===== config.mk =====
export PLATFORM = sky130hd
export DESIGN_NAME = timestamp_deserializer_param_flat
export DESIGN_NICKNAME = d
export VERILOG_FILES = /design/src/rtl/timestamp_deserializer_param_if.sv /design/src/rtl/timestamp_deserializer_param.sv /design/src/flat_wrapper.sv
export SDC_FILE = /design/constraint.sdc
export NUM_CORES = 1
export LEC_CHECK = 0
export CORE_AREA = 2 2 96 98
export CTS_CLUSTER_DIAMETER = 80
export DETAILED_ROUTE_END_ITERATION = 12
export DIE_AREA = 0 0 98 100
export PLACE_DENSITY = 0.74
export RECOVER_POWER = 50
export SYNTH_ARGS = -nofsm -noshare
export SYNTH_HDL_FRONTEND = slang
export SYNTH_SLANG_ARGS = --single-unit

===== constraint.sdc =====
create_clock -name clk -period 1.5 [get_ports clk]
set_input_delay 0.225 -clock clk [delete_from_list [all_inputs] [get_ports clk]]
set_output_delay 0.225 -clock clk [all_outputs]
set_load 0.1 [all_outputs]

===== src/rtl/timestamp_deserializer_param_if.sv =====
// Byte-bus and timestamp output bundle for timestamp_deserializer_param.
// The master drives the byte stream; the slave (the deserializer) drives the timestamp outputs.
interface timestamp_deserializer_param_if #(
    parameter int SEC_BITS  = 32,
    parameter int USEC_BITS = 20
);
    logic                 pre_stb;
    logic [7:0]           tdata;
    logic [SEC_BITS-1:0]  sec;
    logic [USEC_BITS-1:0] usec;
    logic                 done;
    logic                 err;
    logic                 valid;
    logic                 busy;

    modport master (
        output pre_stb, tdata,
        input  sec, usec, done, err, valid, busy
    );

    modport slave (
        input  pre_stb, tdata,
        output sec, usec, done, err, valid, busy
    );
endinterface


===== src/rtl/timestamp_deserializer_param.sv =====
// Byte-parallel sec/usec timestamp receiver with atomic output update and restart detection.
// Define TIMESTAMP_CHECKSUM_EN to expect a trailing XOR checksum byte after the usec bytes.
module timestamp_deserializer_param #(
    parameter int SEC_BITS  = 32,
    parameter int USEC_BITS = 20
) (
    input logic                           clk,
    input logic                           rst,
    timestamp_deserializer_param_if.slave bus
);
    localparam int NBYTES     = SEC_BITS / 8 + (USEC_BITS + 7) / 8;
    localparam int TOTAL_BITS = SEC_BITS + USEC_BITS;
`ifdef TIMESTAMP_CHECKSUM_EN
    localparam int L_BYTES    = NBYTES + 1;
`else
    localparam int L_BYTES    = NBYTES;
`endif
    localparam int IDX_W      = $clog2(L_BYTES);
    localparam logic [IDX_W-1:0] LAST_IDX = IDX_W'(L_BYTES - 1);

    localparam logic [0:0] ST_IDLE = 1'b0;
    localparam logic [0:0] ST_RECV = 1'b1;

    logic [0:0]           state;
    logic [IDX_W-1:0]     idx;
    logic [TOTAL_BITS-1:0] shadow;
    logic [TOTAL_BITS-1:0] assembled;
    logic [SEC_BITS-1:0]  sec_q;
    logic [USEC_BITS-1:0] usec_q;
    logic                 done_q;
    logic                 err_q;
    logic                 valid_q;
    logic                 accept;

`ifdef TIMESTAMP_CHECKSUM_EN
    logic [7:0] xor_acc;

    assign accept    = (bus.tdata == xor_acc);
    assign assembled = shadow;
`else
    assign accept = 1'b1;

    // The final data byte is folded in directly so the outputs load on its own edge.
    always_comb begin
        assembled = shadow;
        for (int j = 0; j < TOTAL_BITS; j++) begin
            if (j / 8 == NBYTES - 1) begin
                assembled[j] = bus.tdata[j % 8];
            end
        end
    end
`endif

    always_ff @(posedge clk) begin
        if (rst) begin
            state   <= ST_IDLE;
            idx     <= '0;
            shadow  <= '0;
            sec_q   <= '0;
            usec_q  <= '0;
            done_q  <= 1'b0;
            err_q   <= 1'b0;
            valid_q <= 1'b0;
`ifdef TIMESTAMP_CHECKSUM_EN
            xor_acc <= '0;
`endif
        end else begin
            done_q <= 1'b0;
            err_q  <= 1'b0;
            case (state)
                ST_IDLE: begin
                    if (bus.pre_stb) begin
                        state <= ST_RECV;
                        idx   <= '0;
                    end
                end
                ST_RECV: begin
                    if (idx == LAST_IDX) begin
                        if (accept) begin
                            sec_q   <= assembled[SEC_BITS-1:0];
                            usec_q  <= assembled[TOTAL_BITS-1:SEC_BITS];
                            done_q  <= 1'b1;
                            valid_q <= 1'b1;
                        end else begin
                            err_q <= 1'b1;
                        end
                        idx <= '0;
                        // A strobe on the last byte chains straight into the next message.
                        if (!bus.pre_stb) begin
                            state <= ST_IDLE;
                        end
                    end else if (bus.pre_stb) begin
                        err_q <= 1'b1;
                        idx   <= '0;
                    end else begin
                        for (int j = 0; j < TOTAL_BITS; j++) begin
                            if (idx == IDX_W'(j / 8)) begin
                                shadow[j] <= bus.tdata[j % 8];
                            end
                        end
`ifdef TIMESTAMP_CHECKSUM_EN
                        xor_acc <= (idx == '0) ? bus.tdata : (xor_acc ^ bus.tdata);
`endif
                        idx <= idx + IDX_W'(1);
                    end
                end
                default: state <= ST_IDLE;
            endcase
        end
    end

    assign bus.sec   = sec_q;
    assign bus.usec  = usec_q;
    assign bus.done  = done_q;
    assign bus.err   = err_q;
    assign bus.valid = valid_q;
    assign bus.busy  = (state == ST_RECV);
endmodule

===== src/flat_wrapper.sv =====
// flat-port wrapper written by rule: the top's interface ports become plain ports
module timestamp_deserializer_param_flat 
#(
    parameter int SEC_BITS  = 32,
    parameter int USEC_BITS = 20
)
  (clk, rst, bus_pre_stb, bus_tdata, bus_sec, bus_usec, bus_done, bus_err, bus_valid, bus_busy);
  timestamp_deserializer_param_if #(.SEC_BITS(SEC_BITS), .USEC_BITS(USEC_BITS)) bus_i ();
  input logic clk;
  input logic rst;
  input wire logic [$bits(bus_i.pre_stb)-1:0] bus_pre_stb;
  input wire logic [$bits(bus_i.tdata)-1:0] bus_tdata;
  output wire logic [$bits(bus_i.sec)-1:0] bus_sec;
  output wire logic [$bits(bus_i.usec)-1:0] bus_usec;
  output wire logic [$bits(bus_i.done)-1:0] bus_done;
  output wire logic [$bits(bus_i.err)-1:0] bus_err;
  output wire logic [$bits(bus_i.valid)-1:0] bus_valid;
  output wire logic [$bits(bus_i.busy)-1:0] bus_busy;
  assign bus_i.pre_stb = bus_pre_stb;
  assign bus_i.tdata = bus_tdata;
  assign bus_sec = bus_i.sec;
  assign bus_usec = bus_i.usec;
  assign bus_done = bus_i.done;
  assign bus_err = bus_i.err;
  assign bus_valid = bus_i.valid;
  assign bus_busy = bus_i.busy;
  timestamp_deserializer_param #(.SEC_BITS(SEC_BITS), .USEC_BITS(USEC_BITS)) u_core (.clk(clk), .rst(rst), .bus(bus_i));
endmodule

==> insert_results.sql, run 1 <==
INSERT INTO impl_metrics (metric_group, metric, value, unit) VALUES
('status', 'status', 'finished clean', ''),
('clock_tree', 'cts_tree', 'built', ''),
('clock_tree', 'cts_root_buffer', 'clkbuf_8', ''),
('synth', 'syn-num-nets', '446', ''),
('die', 'coreArea', '8890', 'µm²'),
('cells_and_area', 'antenna_cells', '0', ''),
('routing', 'detail_route.drc_violations', '0', ''),
('clock_tree', 'cts-buffers-inserted', '9', ''),
('clock_tree', 'worst_setup_hold_path_clk_slew', '0.10', 'ns'),
('synth', 'synth_area', '3990', 'µm²'),
('synth', 'yosys_warnings', '0', ''),
('critical_path', 'critical_path_peak_fanout', '8', ''),
('clock_tree', 'ctsHoldBuffers', '0', ''),
('flow_run', 'max_cap_viol_count', '0', ''),
('cells_and_area', 'final_layout_size_suffix_gt1_frac', '0.196', ''),
('power_and_ir_drop', 'worst_ir_drop_vdd', '0.000721', 'V'),
('placement', 'post_dp_cell_area', '5330', 'µm²'),
('placement', 'port_bufs', '66', ''),
('global_route', 'grt_pass1_wl', '14.6', 'mm'),
('sta', 'layout_min_cycle_time', '1.42', 'ns'),
('critical_path', 'worst_setup_path_start_kind', 'register', ''),
('critical_path', 'arrival', '1.68', 'ns'),
('placement', 'preCtsSetupSlack', '-0.238', 'ns'),
('sta', 'fin_ws', '0.0802', 'ns'),
('die', 'fp.dieW', '98', 'µm'),
('sta', 'final-setup-viol-count', '0', ''),
('critical_path', 'worst-r2r-setup-slack', '0.08', 'ns'),
('synth', 'syn_inst', '430', ''),
('clock_tree', 'cts_setup_buffers', '0', ''),
('global_route', 'grt_max_degree', '29', ''),
('synth', 'synthDominantAreaCellType', 'dfxtp_1', ''),
('sta', 'timing.max_slew.rel_slack', '0.642', ''),
('cells_and_area', 'postLayoutCoreUtil', '0.535', ''),
('die', 'floorplan.die_area', '9800', 'µm²'),
('global_route', 'grt_pass1_vias', '3062', ''),
('synth', 'yosysTopAreaCellShare', '0.537', ''),
('synth', 'synth_enable_flop_cells', '0', ''),
('power_and_ir_drop', 'leakage', '1.87', 'nW'),
('synth', 'netlist_top_cells_area', 'dfxtp_1 (54%), mux2i_1 (12%), nand2_1 (9.9%)', ''),
('cells_and_area', 'final_area', '4760', 'µm²'),
('cells_and_area', 'multiInputGateArea', '1700', 'µm²'),
('cells_and_area', 'fin_nets', '511', ''),
('min_path', 'min_path_type', 'input port to register', ''),
('die', 'die_height', '100', 'µm'),
('power_and_ir_drop', 'fin_total_pwr', '4.66', 'mW'),
('synth', 'synth_cell_types', '21', ''),
('cells_and_area', 'filler_cell_count_in_the_final_layout', '822', ''),
('die', 'floorplan.rows', '35', ''),
('routing', 'drtIter0Drc', '155', ''),
('sta', 'timing.final.crit_share', '0.947', ''),
('synth', 'post-synth-top-count-cell', 'dfxtp_1', ''),
('clock_tree', 'cts.htree.levels', '3', ''),
('synth', 'asyncSetResetFlopFracSynth', '0', ''),
('routing', 'detailroute.via_count', '3044', ''),
('synth', 'synth_area_per_cell', '9.27', 'µm²'),
('sta', 'final.setup_skew', '0.0161', 'ns'),
('synth', 'synth.yosys.seq_area_share', '0.537', ''),
('routing', 'route.detailed.wl_per_inst', '14.4', 'µm'),
('placement', 'gp_congestion', '0.767', ''),
('synth', 'synth_seq_cells', '107', ''),
('synth', 'netlist_top_cells_count', 'dfxtp_1 (107), nand2_1 (105), a21oi_1 (54)', ''),
('cells_and_area', 'area.sequential', '2150', 'µm²'),
('cells_and_area', 'syn2layout_area_growth', '19.3', '%'),
('die', 'io-pin-count', '67', ''),
('sta', 'max_freq', '704', 'MHz'),
('global_route', 'track_usage', '0.184', ''),
('global_route', 'globalRoute.totalOverflow', '0', ''),
('routing', 'vias_per_cell', '4.98', ''),
('sta', 'tightest_slew', '0.539', 'ns'),
('sta', 'total_negative_slack_for_setup_checks', '0', 'ns'),
('routing', 'detailedRoute.firstPassIterationCount', '4', '');
## flip-flops by register name, indices dropped and copies added, names as in the netlist
name,cells
u_core.bus.busy,1
u_core.bus.done,1
u_core.bus.err,1
u_core.bus.sec,32
u_core.bus.usec,20
u_core.bus.valid,1
u_core.idx,3
u_core.shadow,48
## layout by cell type (no fill, tap or decap)
cell and n:
buf_2 30, and4b_1 1, buf_12 2, and4bb_4 3
nand3_1 2, a31oi_1 1, clkinvlp_4 2, mux2i_2 1
nor3_1 2, nand3_2 2, clkbuf_1 4, and3_2 1
ha_1 4, buf_6 2, clkbuf_4 25, ha_4 1
mux2i_1 48, nand2_1 105, nand2b_1 33, inv_1 2
dfxtp_4 1, nor2_1 28, nor2b_2 2, dfxtp_1 106
a211oi_1 1, a21oi_1 54, clkdlybuf4s50_1 9, inv_6 1
nor2b_1 1, and3_1 1, inv_2 1, clkbuf_2 3
clkbuf_8 10, buf_4 11
## where the power goes
part	internal, mW	total, mW	switching (mW)
Sequential	2.85	2.87	0.0159
Clock	0.658	1.57	0.915
Combinational	0.0869	0.217	0.130
Total	3.60	4.66	1.06
## logic make-up (layout without fill, tap and decap cells)
group / count (synthesis) / count (layout) / synth area share
flops: 107 / 107 / 0.537
compound gates: 56 / 56 / 0.0713
buf+inv: 32 / 102 / 0.0446
fa+ha+maj: 5 / 5 / 0.0157
simple gates: 181 / 181 / 0.208
mux: 49 / 49 / 0.123
## worst max-delay path, stage by stage (launching register included)
cell      delay (ns)
dfxtp_1         0.38
inv_1           0.11
ha_1            0.19
and4bb_4        0.36
mux2i_2         0.24
nor2_1          0.05
## path summary, 6_finish.rpt
kind	from	to	cells after the start
worst max-delay path	u_core.idx[1]	u_core.shadow[0]	5
worst min-delay path	rst	u_core.bus.sec[27]	2
worst max register to register	u_core.idx[1]	u_core.shadow[0]	5
worst min register to register	u_core.shadow[37]	u_core.bus.usec[5]	2
## stage by stage
step / instances / hold WS (ns)
floorplan: 430 / 0.303
global placement: 595 / 0.440
detailed placement: 595 / 0.450
CTS: 611 / 0.226
global route: 611 / 0.267
finish: 611 / 0.245
## cell type report
class,instances,share of cell area
well taps,111,0.0292
inverters,3,0.00237
clock buffers,13,0.0313
clock inverters,3,0.00500
flip-flops and latches,107,0.451
multi-input cells,291,0.356
repair buffers,83,0.124
## repair_timing
action	in CTS	in global routing
endpoints found under the setup margin	30	69
resized for setup	3	11
pin swaps	0	0
## layer usage
| metal | GRT usage | share of wire | wire length [µm] |
|---|---|---|---|
| met4 | 0.0577 | 0.013 | 114 |
| met1 | 0.229 | 0.47 | 4130 |
| met2 | 0.315 | 0.48 | 4240 |
| met5 | 0 | 0 | 0 |
| met3 | 0.0474 | 0.037 | 322 |
Power figures use the tool's default switching activity.
==> run 2: changes to the inputs <==
Settings changed: ABC_AREA set to 1, MAX_ROUTING_LAYER set to met4, TNS_END_PERCENT set to 20.
==> insert_results.sql, run 2 <==
INSERT INTO impl_metrics (metric_group, metric, value, unit) VALUES
('status', 'status', 'finished clean', ''),
('die', 'io-pin-count', '67', ''),
('synth', 'netlist_top_cells_count', 'nor2_1 (179), dfxtp_1 (107), nand2_1 (102)', ''),
('global_route', 'met3_layer_usage_reported_by_global_route', '0.0383', ''),
('die', 'starting_utilization_of_the_core_area', '0.451', ''),
('critical_path', 'worst_setup_path_start_kind', 'register', ''),
('critical_path', 'worstPathCellList', 'buf_4 > ha_1 > ha_1 > nand2_2 > nor2_4 > buf_12 > nor2_1 > nor2_1', ''),
('routing', 'route.detailed.wl_per_inst', '13.0', 'µm'),
('synth', 'synth_area', '4010', 'µm²'),
('min_path', 'min_path_type', 'input port to register', ''),
('clock_tree', 'cts.htree.levels', '3', ''),
('clock_tree', 'worstSkewPairLatency', '0.38', 'ns'),
('placement', 'dpl.hpwl', '6.02', 'mm'),
('global_route', 'grt_pass1_vias', '3307', ''),
('placement', 'preCtsSetupSlack', '-0.0336', 'ns'),
('routing', 'drtIter0Drc', '177', ''),
('power_and_ir_drop', 'leakage', '2.51', 'nW'),
('sta', 'final.setup_skew', '0.0116', 'ns'),
('global_route', 'grtUsageMet1', '0.233', ''),
('sta', 'finalHoldViolations', '0', ''),
('power_and_ir_drop', 'worst_ir_drop_vdd', '0.000597', 'V'),
('die', 'coreArea', '8890', 'µm²'),
('critical_path', 'worstPathRequired', '1.78', 'ns'),
('cells_and_area', 'final_area', '5670', 'µm²'),
('routing', 'detailroute.via_count', '3489', ''),
('synth', 'synthDominantAreaCellType', 'dfxtp_1', ''),
('critical_path', 'critical_path_peak_fanout', '8', ''),
('die', 'floorplan.die_area', '9800', 'µm²'),
('critical_path', 'regToRegEndpoint', 'u_core.shadow[25]', ''),
('die', 'floorplan.rows', '35', ''),
('synth', 'synth.yosys.seq_area_share', '0.534', ''),
('clock_tree', 'cts-buffers-inserted', '9', ''),
('placement', 'gp_congestion', '0.749', ''),
('clock_tree', 'cts_buffer_depth', '2', ''),
('global_route', 'globalRoute.totalOverflow', '0', ''),
('critical_path', 'worst-r2r-setup-slack', '0.06', 'ns'),
('cells_and_area', 'final_layout_size_suffix_gt1_frac', '0.188', ''),
('synth', 'yosys_warnings', '0', ''),
('synth', 'synth_ff_type', 'dfxtp_1', ''),
('clock_tree', 'worst_setup_hold_path_clk_slew', '0.11', 'ns'),
('global_route', 'busiest_layer', 'met2', ''),
('critical_path', 'worstSetupEndpointType', 'register', ''),
('sta', 'timing.max_slew.rel_slack', '0.677', ''),
('cells_and_area', 'fin_nets', '617', ''),
('cells_and_area', 'syn2layout_area_growth', '41.4', '%'),
('routing', 'vias_per_cell', '4.87', ''),
('sta', 'fin_ws', '0.0600', 'ns'),
('flow_run', 'max_cap_viol_count', '0', ''),
('synth', 'netlist_top_cells_area', 'dfxtp_1 (53%), nor2_1 (17%), nand2_1 (9.5%)', ''),
('global_route', 'met2_usage', '0.336', ''),
('sta', 'slew_viol_final', '0', ''),
('synth', 'synth_seq_cells', '107', ''),
('cells_and_area', 'largest-register', 'u_core.shadow', ''),
('sta', 'timing.final.crit_share', '0.960', ''),
('critical_path', 'worst_path_largest_cell_delay', '0.34', 'ns'),
('synth', 'synth_enable_flop_cells', '0', ''),
('die', 'fp.dieW', '98', 'µm'),
('global_route', 'grt_max_degree', '53', ''),
('routing', 'detailedRoute.firstPassIterationCount', '5', ''),
('placement', 'post_dp_cell_area', '5370', 'µm²'),
('global_route', 'grt_antenna_before_repair', '0', ''),
('clock_tree', 'cts_root_buffer', 'clkbuf_8', ''),
('cells_and_area', 'largest_register_ffs', '48', ''),
('die', 'die_height', '100', 'µm'),
('sta', 'total_negative_slack_for_setup_checks', '0', 'ns'),
('sta', 'max_freq', '694', 'MHz'),
('placement', 'port_bufs', '66', ''),
('cells_and_area', 'layoutNonFillerInstCount', '717', ''),
('synth', 'syn_inst', '531', ''),
('clock_tree', 'cts_tree', 'built', ''),
('synth', 'synth_area_per_cell', '7.55', 'µm²'),
('critical_path', 'worst_r2r_path_depth', '8', ''),
('critical_path', 'launch_point_of_the_critical_path', 'u_core.idx[0]', ''),
('synth', 'syn-num-nets', '547', ''),
('clock_tree', 'cts_num_sinks', '107', ''),
('global_route', 'track_usage', '0.197', ''),
('cells_and_area', 'layout_common_cells', 'nor2_1 (177), dfxtp_1 (103), nand2_1 (101)', ''),
('sta', 'layout_min_cycle_time', '1.44', 'ns'),
('critical_path', 'worst_path_dominant_cell_family', 'adder cells', ''),
('synth', 'asyncSetResetFlopFracSynth', '0', ''),
('sta', 'tightest_slew', '0.487', 'ns'),
('power_and_ir_drop', 'fin_total_pwr', '4.98', 'mW'),
('routing', 'antenna_left', '0', ''),
('critical_path', 'worstPathBufferInverterCount', '2', ''),
('critical_path', 'arrival', '1.72', 'ns'),
('sta', 'final-setup-viol-count', '0', ''),
('cells_and_area', 'layout_commonest_cell', 'nor2_1', ''),
('global_route', 'grt_pass1_wl', '15.1', 'mm'),
('routing', 'routed_wire_length', '9.32', 'mm'),
('clock_tree', 'ctsHoldBuffers', '0', ''),
('synth', 'yosysTopAreaCellShare', '0.534', ''),
('critical_path', 'setup.worst_path.end', 'u_core.shadow[25]', ''),
('critical_path', 'crit_slowest_cell', 'dfxtp_2', ''),
('critical_path', 'r2r-start', 'u_core.idx[0]', ''),
('synth', 'post-synth-top-count-cell', 'nor2_1', ''),
('synth', 'synth_cell_types', '19', ''),
('placement', 'placed_cells_incl_taps', '693', ''),
('power_and_ir_drop', 'power_per_cell_area', '878', 'nW/µm²'),
('critical_path', 'path_depth', '8', ''),
('routing', 'detail_route.drc_violations', '0', ''),
('cells_and_area', 'antenna_cells', '0', ''),
('critical_path', 'timing.setup.critical_path_class', 'register to register', '');
[run 2: changes by cell type after synthesis, moves of 5 or more]
cell and delta:
nor2_1 +151, nor2_4 +6, nand3_1 +5, mux2i_1 -49
inv_1 +20, nand2b_1 -33, o21ai_0 +52, a21oi_1 -38
[run 2: worst reg2reg max path: cells and delay by family (launching register included)]
family,cells,cell delay [ns]
flops,1,0.34
fa+ha+maj,2,0.39
simple gates,4,0.35
buf+inv,2,0.28
[run 2: area by class of cell]
class                   instances  area, µm²
repair buffers                 86       1440
clock inverters                 6       73.8
flip-flops and latches        107       2150
well taps                     111        139
clock buffers                  10        138
multi-input cells             373       1640
inverters                      24       90.1
fillers                       742       3220
[run 2: routing by layer]
metal	routed length [µm]	share of wire
met5	0	0
met4	175	0.019
met3	448	0.048
met2	4670	0.50
met1	4020	0.43
[run 2: logic make-up (layout without fill, tap and decap cells)]
group | after synthesis | after routing | synth area share
simple gates | 297 | 299 | 0.296
flops | 107 | 107 | 0.534
compound gates | 69 | 69 | 0.0867
buf+inv | 53 | 126 | 0.0674
fa+ha+maj | 5 | 5 | 0.0156
[run 2: metrics by stage]
stage / util / hold slack [ns]
floorplan: - / 0.284
global placement: 0.605 / 0.440
detailed placement: 0.605 / 0.443
CTS: 0.636 / 0.446
global route: 0.638 / 0.456
finish: 0.638 / 0.447
[run 2: how the worst min path moves through the flow]
| stage | from | to | slack, ns | depth (start not counted) |
|---|---|---|---|---|
| after floorplan | rst | u_core.bus.busy | 0.28 | 1 |
| after global placement | u_core.shadow[0] | u_core.bus.sec[0] | 0.44 | 2 |
| after detailed placement | u_core.shadow[2] | u_core.bus.sec[2] | 0.44 | 2 |
| after CTS | bus_tdata[5] | u_core.shadow[5] | 0.45 | 3 |
| after global routing | bus_tdata[5] | u_core.shadow[5] | 0.46 | 3 |
| final | bus_tdata[5] | u_core.shadow[5] | 0.45 | 3 |
[run 2: timing repair]
| action | in CTS | in global routing |
|---|---|---|
| gates resized for setup | 3 | 8 |
| pin swaps | 3 | 6 |
| setup endpoints to repair | 39 | 82 |
| buffers inserted | 4 | 2 |
| cloned | 1 | 1 |
[run 2: power by group]
part | internal (mW) | switching, mW | leakage [nW] | total [mW]
combinational | 0.0928 | 0.170 | 1.55 | 0.262
clock | 0.834 | 1.01 | 0.101 | 1.84
sequential | 2.86 | 0.0151 | 0.865 | 2.88
total | 3.79 | 1.19 | 2.51 | 4.98
